$ cat config.mk
export PLATFORM = sky130hd
export DESIGN_NAME = integer_retirement_tracker
export DESIGN_NICKNAME = d
export VERILOG_FILES = /design/src/rtl/integer_retirement_tracker.sv
export SDC_FILE = /design/constraint.sdc
export NUM_CORES = 1
export LEC_CHECK = 0
export CAP_MARGIN = 15
export CORE_MARGIN = 4
export CORE_UTILIZATION = 47
export CTS_BUF_LIST = sky130_fd_sc_hd__clkbuf_8
export DETAILED_ROUTE_END_ITERATION = 10
export PLACE_DENSITY = 0.77
export SLEW_MARGIN = 20
export SYNTH_ARGS = -nofsm -noshare
export SYNTH_HDL_FRONTEND = slang
export SYNTH_SLANG_ARGS = --single-unit
export TNS_END_PERCENT = 1
$ cat constraint.sdc
create_clock -name clock -period 1.5 [get_ports clock]
set_input_delay 0.225 -clock clock [delete_from_list [all_inputs] [get_ports clock]]
set_output_delay 0.225 -clock clock [all_outputs]
set_load 0.03 [all_outputs]
$ cat src/rtl/integer_retirement_tracker.sv
// Integer retirement tracker: follows each triggered integer instruction
// through DX1..DX3, reports where it retires, and flags coincident retirements.
module integer_retirement_tracker #(
    parameter int NUM_STAGES   = 3,
    parameter int TIA_OP_WIDTH = 7
) (
    input  logic                    clock,
    input  logic                    reset,
    input  logic                    issue_valid,
    input  logic [TIA_OP_WIDTH-1:0] issue_op,
    input  logic                    pipeline_stall,
    input  logic                    flush,
    output logic [2:0]              dx1_instruction_retiring_stage,
    output logic [2:0]              dx2_instruction_retiring_stage,
    output logic                    retire_valid,
    output logic [2:0]              retire_stage,
    output logic [TIA_OP_WIDTH-1:0] retire_op,
    output logic                    retire_collision,
    output logic                    collision_sticky,
    output logic                    issue_dropped,
    output logic [1:0]              in_flight_count
);

    // Op encodings that carry a non-unit execute latency.
    localparam logic [TIA_OP_WIDTH-1:0] TIA_OP_LMUL  = TIA_OP_WIDTH'(8'h14);
    localparam logic [TIA_OP_WIDTH-1:0] TIA_OP_SHMUL = TIA_OP_WIDTH'(8'h15);
    localparam logic [TIA_OP_WIDTH-1:0] TIA_OP_UHMUL = TIA_OP_WIDTH'(8'h16);
    localparam logic [TIA_OP_WIDTH-1:0] TIA_OP_LSW   = TIA_OP_WIDTH'(8'h1D);

    // Retiring-stage code for an op; anything not listed finishes in DX1.
    function automatic logic [2:0] latency_code(input logic [TIA_OP_WIDTH-1:0] op);
        logic [2:0] code;
        case (op)
            TIA_OP_LMUL, TIA_OP_SHMUL, TIA_OP_UHMUL: code = 3'd2;
            TIA_OP_LSW:                              code = 3'd3;
            default:                                 code = 3'd1;
        endcase
        return code;
    endfunction

    // Per-stage state; index 0 is DX1. Empty stages hold op and code at 0.
    logic [NUM_STAGES-1:0] stage_vld;
    logic [TIA_OP_WIDTH-1:0] stage_op [NUM_STAGES];
    logic [2:0]              stage_code [NUM_STAGES];
    logic [NUM_STAGES-1:0] retiring;

    // Stage advance, hold on stall, clear on flush; flush beats stall, reset beats all.
    always_ff @(posedge clock) begin
        if (reset) begin
            for (int k = 0; k < NUM_STAGES; k++) begin
                stage_vld[k]  <= 1'b0;
                stage_op[k]   <= '0;
                stage_code[k] <= '0;
            end
            issue_dropped    <= 1'b0;
            collision_sticky <= 1'b0;
        end else begin
            issue_dropped <= issue_valid && pipeline_stall && !flush;
            if (retire_collision) begin
                collision_sticky <= 1'b1;
            end
            if (flush || !pipeline_stall) begin
                stage_vld[0]  <= issue_valid;
                stage_op[0]   <= issue_valid ? issue_op : '0;
                stage_code[0] <= issue_valid ? latency_code(issue_op) : 3'd0;
                for (int k = 1; k < NUM_STAGES; k++) begin
                    // Occupant moves on only if it has not yet reached its retiring stage.
                    if (!flush && stage_vld[k-1] && (int'(stage_code[k-1]) > k)) begin
                        stage_vld[k]  <= 1'b1;
                        stage_op[k]   <= stage_op[k-1];
                        stage_code[k] <= stage_code[k-1];
                    end else begin
                        stage_vld[k]  <= 1'b0;
                        stage_op[k]   <= '0;
                        stage_code[k] <= '0;
                    end
                end
            end
        end
    end

    // Retirement detect: highest retiring stage wins the report, multiple ones collide.
    always_comb begin
        int n_ret;
        int n_vld;
        n_ret        = 0;
        n_vld        = 0;
        retiring     = '0;
        retire_stage = 3'd0;
        retire_op    = '0;
        for (int k = 0; k < NUM_STAGES; k++) begin
            retiring[k] = !pipeline_stall && stage_vld[k] && (int'(stage_code[k]) == k + 1);
            if (retiring[k]) begin
                n_ret        = n_ret + 1;
                retire_stage = 3'(k + 1);
                retire_op    = stage_op[k];
            end
            if (stage_vld[k]) begin
                n_vld = n_vld + 1;
            end
        end
        retire_valid     = |retiring;
        retire_collision = (n_ret >= 2);
        in_flight_count  = (n_vld >= 3) ? 2'd3 : 2'(n_vld);
    end

    assign dx1_instruction_retiring_stage = stage_code[0];
    assign dx2_instruction_retiring_stage = stage_code[1];

endmodule

==> results of run 1 <==
[cells in the final DEF (no fill, tap or decap), drive strengths merged, types with 2 or more instances in the layout]
cell type,count
a31oi,8
clkbuf,7
and4bb,2
buf,43
nand3,15
clkdlybuf4s50,11
or2,2
nand2,16
conb,3
clkinv,2
inv,5
o21ai,10
and3,2
a21oi,10
dfxtp,14
and2,15
dlygate4sd2,5
nor2b,10
nor3b,2
edfxtp,18
a21o,2
nor2,8
[power by group through the flow]
stage,clock network (uW),logic (uW),registers (uW)
finish,667,196,972
global route,727,210,975
CTS,685,194,971
detailed placement,0,193,987
global placement,0,188,986
floorplan,0,79.7,997
[per-stage QoR]
stage	total power [uW]	setup WS [ns]	hold WS, ns	setup TNS, ns	instances
floorplan	1080	-0.218	0.397	-1.72	161
global placement	1170	-0.404	0.466	-14.02	255
detailed placement	1180	-0.425	0.476	-16.01	255
CTS	1850	-0.408	0.485	-3.41	265
global route	1910	-0.424	0.525	-4.21	267
finish	1840	-0.360	0.513	-3.32	267
[worst min-delay path: cells and delay by family, from the launching register on]
kind | cells | cell delay, ns
DFF | 1 | 0.31
buffers and inverters | 1 | 0.08
AOI/OAI and AO/OA | 1 | 0.07
[worst paths after layout]
path | from | end | slack, ns
max | stage_code[0][1] | retire_collision | -0.36
min | collision_sticky | collision_sticky | 0.51
min reg2reg | collision_sticky | collision_sticky | 0.51
max reg2reg | stage_code[0][1] | collision_sticky | -0.17
[flip-flops by register name (all words and copies together), names as in the netlist]
register	count
collision_sticky	1
issue_dropped	1
stage_code	6
stage_op	21
stage_vld	3
[cells by family after synthesis]
family	synth area share (%)
other	0.231
and+or+nand+nor	26.8
adders and majority gates	2.00
AOI/OAI and AO/OA	14.2
DFF	50.5
buffers and inverters	6.31
[per-layer routing]
layer / vias up / share of wire (%) / GRT usage [%]
met2: 29 / 53 / 35.6
met1: 674 / 41 / 23.0
met4: 0 / 1.5 / 7.36
li1: 677 / - / -
met5: - / 0 / 0
met3: 6 / 3.9 / 4.22
[synth_stat cells (all sizes together)]
cell type / number
o21ai: 10
conb: 1
inv: 5
fa: 1
ha: 1
nor3: 1
and2: 15
a21oi: 10
o21a: 1
nand4b: 1
buf: 10
and3: 2
o21bai: 1
nand4bb: 1
edfxtp: 18
a211oi: 1
dfxtp: 14
nor2: 8
nand3: 15
nor3b: 2
a21o: 2
a31o: 1
nor4bb: 1
a31oi: 8
or2: 2
nand2: 16
nor2b: 10
and4bb: 1
[final cells by class]
class | instances | area (sq um) | share of cell area, %
Clock buffer | 6 | 82.6 | 3.31
Tap cell | 46 | 57.6 | 2.31
Multi-Input combinational cell | 115 | 897 | 36.0
Clock inverter | 2 | 10.0 | 0.402
Sequential cell | 32 | 822 | 33.0
Inverter | 5 | 26.3 | 1.05
Timing Repair Buffer | 61 | 596 | 23.9
[timing repair]
action,CTS,global route
gates resized for setup,32,3
endpoints found under the hold margin,0,0
endpoints found under the setup margin,28,14
buffers inserted,1,2
cloned,1,0
pin swaps,10,4
==> results list, run 1 <==
* Initial antenna violation count: 0
- Switching part of the total: 22.9%
- Data arrives at the worst endpoint at 1.63 ns.
- Crit path depth: 5
* Fin crit share: 124%
- Cell area after layout: 2490 sq um
- All-Layer GR Usage: 19.9%
* Min-Delay Path Class: reg2reg
- TritonCTS sink count: 32
- The die is 66.8 microns tall.
- Master of the slowest instance on the critical path: edfxtp_1
- The detail route stage leaves a number of antenna-violating nets equal to 0.
* Hold buffer count at cts: 0
- Failing checks: setup timing
- Startpoint-to-endpoint class of the critical path: reg2out
- Once the floorplan was initialized, standard cells occupied 48.7% of the core.
- The share of synthesized area in the top cell type comes to 33.3%.
- Routability-driven placement congestion ratio: 0.869
- DR WL/cell: 14.6 microns
- Cells fill 74.7% of the core in the end.
- The first global-routing pass estimated 6.71 mm of wire.
- Most area-hungry cell type in the Yosys netlist: edfxtp_1
- STA puts the critical path data required time at 1.27 ns.
- Category of the worst setup path launch point: register
* Net switching power: 421 uW
- For this run, the top clock speed supported by timing is 538 MHz.
* Final setup fails: 14
- Hold violation total from the final report: 0
* Ports placed on the boundary: 34
- Clock skew after layout: 0.00686 ns
- VDD sags by at most 0.772 mV.
- Buffer and inverter count on the worst path: 1
* Largest stage delay, worst path: 0.42 ns
- The clock passes through at most 2 buffers.
- In the final layout, the share of cells above drive strength 1 is 37.6%.
* P per Cell Area: 737 nW/um^2
- Layout area overhead: 53.3%
- Registers are responsible for 53.0% of the overall power.
* Port Buffers: 30
* Clk pin slew, worst setup/hold paths: 0.07 ns
- Number of vias after detailed routing: 1,386
- The number of global-route vias before repair is 1,451.
- The die is 66.8 microns wide.
- Least setup slack across all paths after layout: -0.360 ns
- Wire length after detailed routing: 3.90 mm
* Clock share of power: 36.3%
- After global routing the overflow that remains totals 0.
* Unrepaired setup endpoints after global routing: true
* Ordered list of cells on the worst path: and4bb_4, ha_4, o21ai_4, nand2_4, buf_6
* Max Cap Violations: 0
- CTS root buf: clkbuf_8
- The worst setup path is captured at a primary output.
* Leak: 0.00105 uW
- After detailed routing, the number of remaining DRC violations is 0.
- Flop and latch count out of synthesis: 32
* Post-synth cell types: 36
- Max-slew violations: 0
* Die footprint: 4460 sq um
- Netlist area before placement: 1630 sq um
- Synth Area per Inst: 10.2 sq um
* Top fanout value on the critical path: 5
* Synthesis warning total: 0
- Core outline area: 3340 sq um
* CTS buffer count: 5
- Dividing the detail-routed via count by the number of cells gives 5.19.
- Cell depth of the worst min-delay path: 2
* Result of the run: finished with violations
- Drt first pass iters: 5
- Standard cell area after detailed placement: 2280 sq um
* DP Wirelength: 2.83 mm
- Power Internal: 1410 uW
- Pin count of the biggest net entering global routing: 19
- Ranked by total cell area, the synthesized netlist is headed by edfxtp_1, dfxtp_1, and2_1.
* Combinational share of power: 10.7%
- Fill cell count: 228
- Synth Instances: 159
- For the worst flop-to-flop path, the logic depth is 7.
* Antenna fix cells: 0
- TritonCTS built the clock tree.
- Worst path top cell family by delay: simple AND/OR/NAND/NOR gates
- Seq/Total Area, Yosys: 50.5%
* Fin crit period: 1.86 ns
- The final layout contains 234 nets.
- Standard-cell row count: 21
- In this run, the number of DRC markers left after iteration 0 of detailed routing was 69.
* Clock latency on the worst-skew pair: 0.28 ns
- CTS built an H-tree with a depth of 2.
Note: power is estimated with default switching activity, not from simulation.
==> run 2: changes to the inputs <==
==> constraint.sdc (replaced) <==
create_clock -name clock -period 1.6 [get_ports clock]
set_input_delay 0.24 -clock clock [delete_from_list [all_inputs] [get_ports clock]]
set_output_delay 0.24 -clock clock [all_outputs]
set_load 0.03 [all_outputs]
==> run 2 against run 1 <==
- the flow still finishes with violations (setup timing)
- count of clock-buffer cells in the layout grew 1
- core utilization grew 1.2 points
- design area grew 1.7%
- critical path depth is the same
- sequential share of layout area shrank 0.54 points
- non-clock buffer count grew 1
- register-to-register slack gained 0.07 ns
- via count shrank 2.4%
==> results list, run 2 (synthesis results as in run 1) <==
- The run finished, with violations left.
- The final reports fail on setup timing.
- Pin count of the biggest net entering global routing: 19
- STA classifies the critical path endpoint as a primary output.
- The worst hold path belongs to the class reg2reg.
* Die outline width: 66.8 microns
* Vias per Instance: 5.07
- Cell Count, Final, Fillers Out: 267
- Cell depth of the worst min-delay path: 2
* Startpoint of the worst-slack reg-to-reg timing path: stage_code[0][1]
- Number of global-route vias before repair: 1,448
- Unrepaired setup endpoints after global routing: true
- Total power after layout: 1940 uW
* Least setup slack across all paths after layout: -0.330 ns
* Wire length after detailed routing: 3.93 mm
- The worst hold path begins at collision_sticky.
- Drt first pass iters: 5
- Count of H-tree levels built during CTS: 2
* Path depth of the worst reg2reg path: 7
- Cells after DPL: 253
- Top fanout value on the critical path: 9
- Reg with most FFs: stage_op
* Clock skew after layout: 0.00867 ns
* Fin crit share: 121%
* Hold violation total from the final report: 0
- The largest registers in the layout are stage_op x21, stage_code x6, stage_vld x3.
* Max Cap Violations: 0
- For this design the top-level I/O count stands at 34.
* CTS root buf: clkbuf_8
- The floorplan step defined a die boundary enclosing 4460 sq um.
- Compared with the post-synthesis result, the final layout area differs by 55.8%.
- Clock-pin slew was measured on the worst setup and hold paths at 0.07 ns.
- Startpoint-to-endpoint class of the critical path: reg2out
- The clock net in this run drives a total of 32 sinks.
* Core outline area: 3340 sq um
- Antenna fix cells: 0
- TritonCTS clock tree: yes
- The count of buffers added on input and output ports is 30.
* All-Layer GR Usage: 19.7%
* Effective utilization at floorplan: 48.7%
* Longest Clk Path Bufs: 2
* DP Wirelength: 2.78 mm
* Clock latency on the worst-skew pair: 0.29 ns
- In this run, post-CTS hold repair placed 0 buffers.
- Number of vias after detailed routing: 1,353
* First-pass GRT wire length: 6.58 mm
- At the end of the flow, the number of nets in the layout was 234.
- Standard-cell row count: 21
- Share of cells above drive strength 1: 38.9%
- Routability-driven placement congestion ratio: 0.872
- Required @ worst endpoint: 1.36 ns
- The count of final max-slew check failures was 0.
* Leak: 0.00106 uW
- In this run the vertical extent of the chip is 66.8 microns.
- Remaining Overflow, GRT: 0
* P per Cell Area: 768 nW/um^2
- Category of the worst setup path launch point: register
* Worst setup slack for register-to-register paths: -0.10 ns
- CTS buffer count: 5
- Flip-flop count of the largest register after layout: 21
- DRC viols: 0
* Initial antenna violation count: 0
- The detail route stage leaves a number of antenna-violating nets equal to 0.
* Timing-limited maximum frequency: 518 MHz
* Final setup fails: 12
* Arrival time reported for the critical path endpoint: 1.69 ns
- Hold Path Sink: collision_sticky
- Post-Route Setup TNS: -2.66 ns
- DR WL/cell: 14.7 microns
- For this block, the initial DRC count from the detailed router was 110.
- Commonest non-fill, non-tap cell in the layout: buf_4
- At the placement stage, the worst setup path has a slack of -0.362 ns.
* Most frequent cells in the layout: buf_4, edfxtp_1, buf_6, and2_1, nand3_1
* Peak supply drop: 0.704 mV
* Reg2reg end: collision_sticky
- The routed design could run at a clock period as short as 1.93 ns.
## run 2: cell count changes in the layout (fill, tap and decap cells not counted), moves of 2 or more
| cell | change |
|---|---|
| nor2_1 | -2 |
| nand2_1 | -2 |
| nor2_2 | +2 |
| buf_6 | +2 |
| nand2_2 | +3 |
| clkinv_2 | -2 |
## run 2: routing by layer
layer  global-route usage, %  share of wire [%]  vias to the layer above
li1                        -                  -                      675
met1                    24.0                 43                      639
met2                    32.5                 52                       33
met3                    6.07                4.7                        6
met4                    7.11                1.1                        0
met5                       0                  0                        -
## run 2: layout make-up
type	count	area (sq um)
clock buffer	7	96.3
clock inverter	1	30.0
fill	226	805
inverter	5	26.3
multi-input combinational	114	881
sequential	32	822
tap	46	57.6
timing repair buffer	62	619
## run 2: how the worst max path moves through the flow
stage | cells after the start | endpoint | start
2_1_floorplan | 5 | retire_collision | stage_code[0][1]
4_1_cts | 7 | retire_collision | stage_code[1][0]
5_1_grt | 7 | retire_collision | stage_code[1][0]
3_5_place_dp | 8 | retire_collision | pipeline_stall
6_report | 5 | retire_collision | stage_code[0][1]
3_3_place_gp | 8 | retire_collision | pipeline_stall
## run 2: report_power, final
part | switching (uW) | internal, uW | total (uW)
Clock | 306 | 549 | 855
Sequential | 16.5 | 893 | 910
Combinational | 91.3 | 87.2 | 179
## run 2: worst max-delay path, cell delays in order, from the launching register on
cell,delay (ns)
edfxtp_1,0.40
and4bb_4,0.42
ha_4,0.23
o21ai_4,0.15
nand2_4,0.06
buf_6,0.14
## run 2: metrics by stage
step	cell area, sq um	hold WS, ns	util, %
2_1_floorplan	1780	0.412	-
5_1_grt	2530	0.511	75.9
3_5_place_dp	2270	0.472	68.0
4_1_cts	2470	0.486	74.0
6_report	2530	0.482	75.9
3_3_place_gp	2270	0.466	68.0
## run 2: repair_timing
action	in CTS	in global routing
pin swaps	9	6
gates cloned	0	0
gates resized for setup	25	11
endpoints found under the setup margin	15	15
setup buffers	2	4
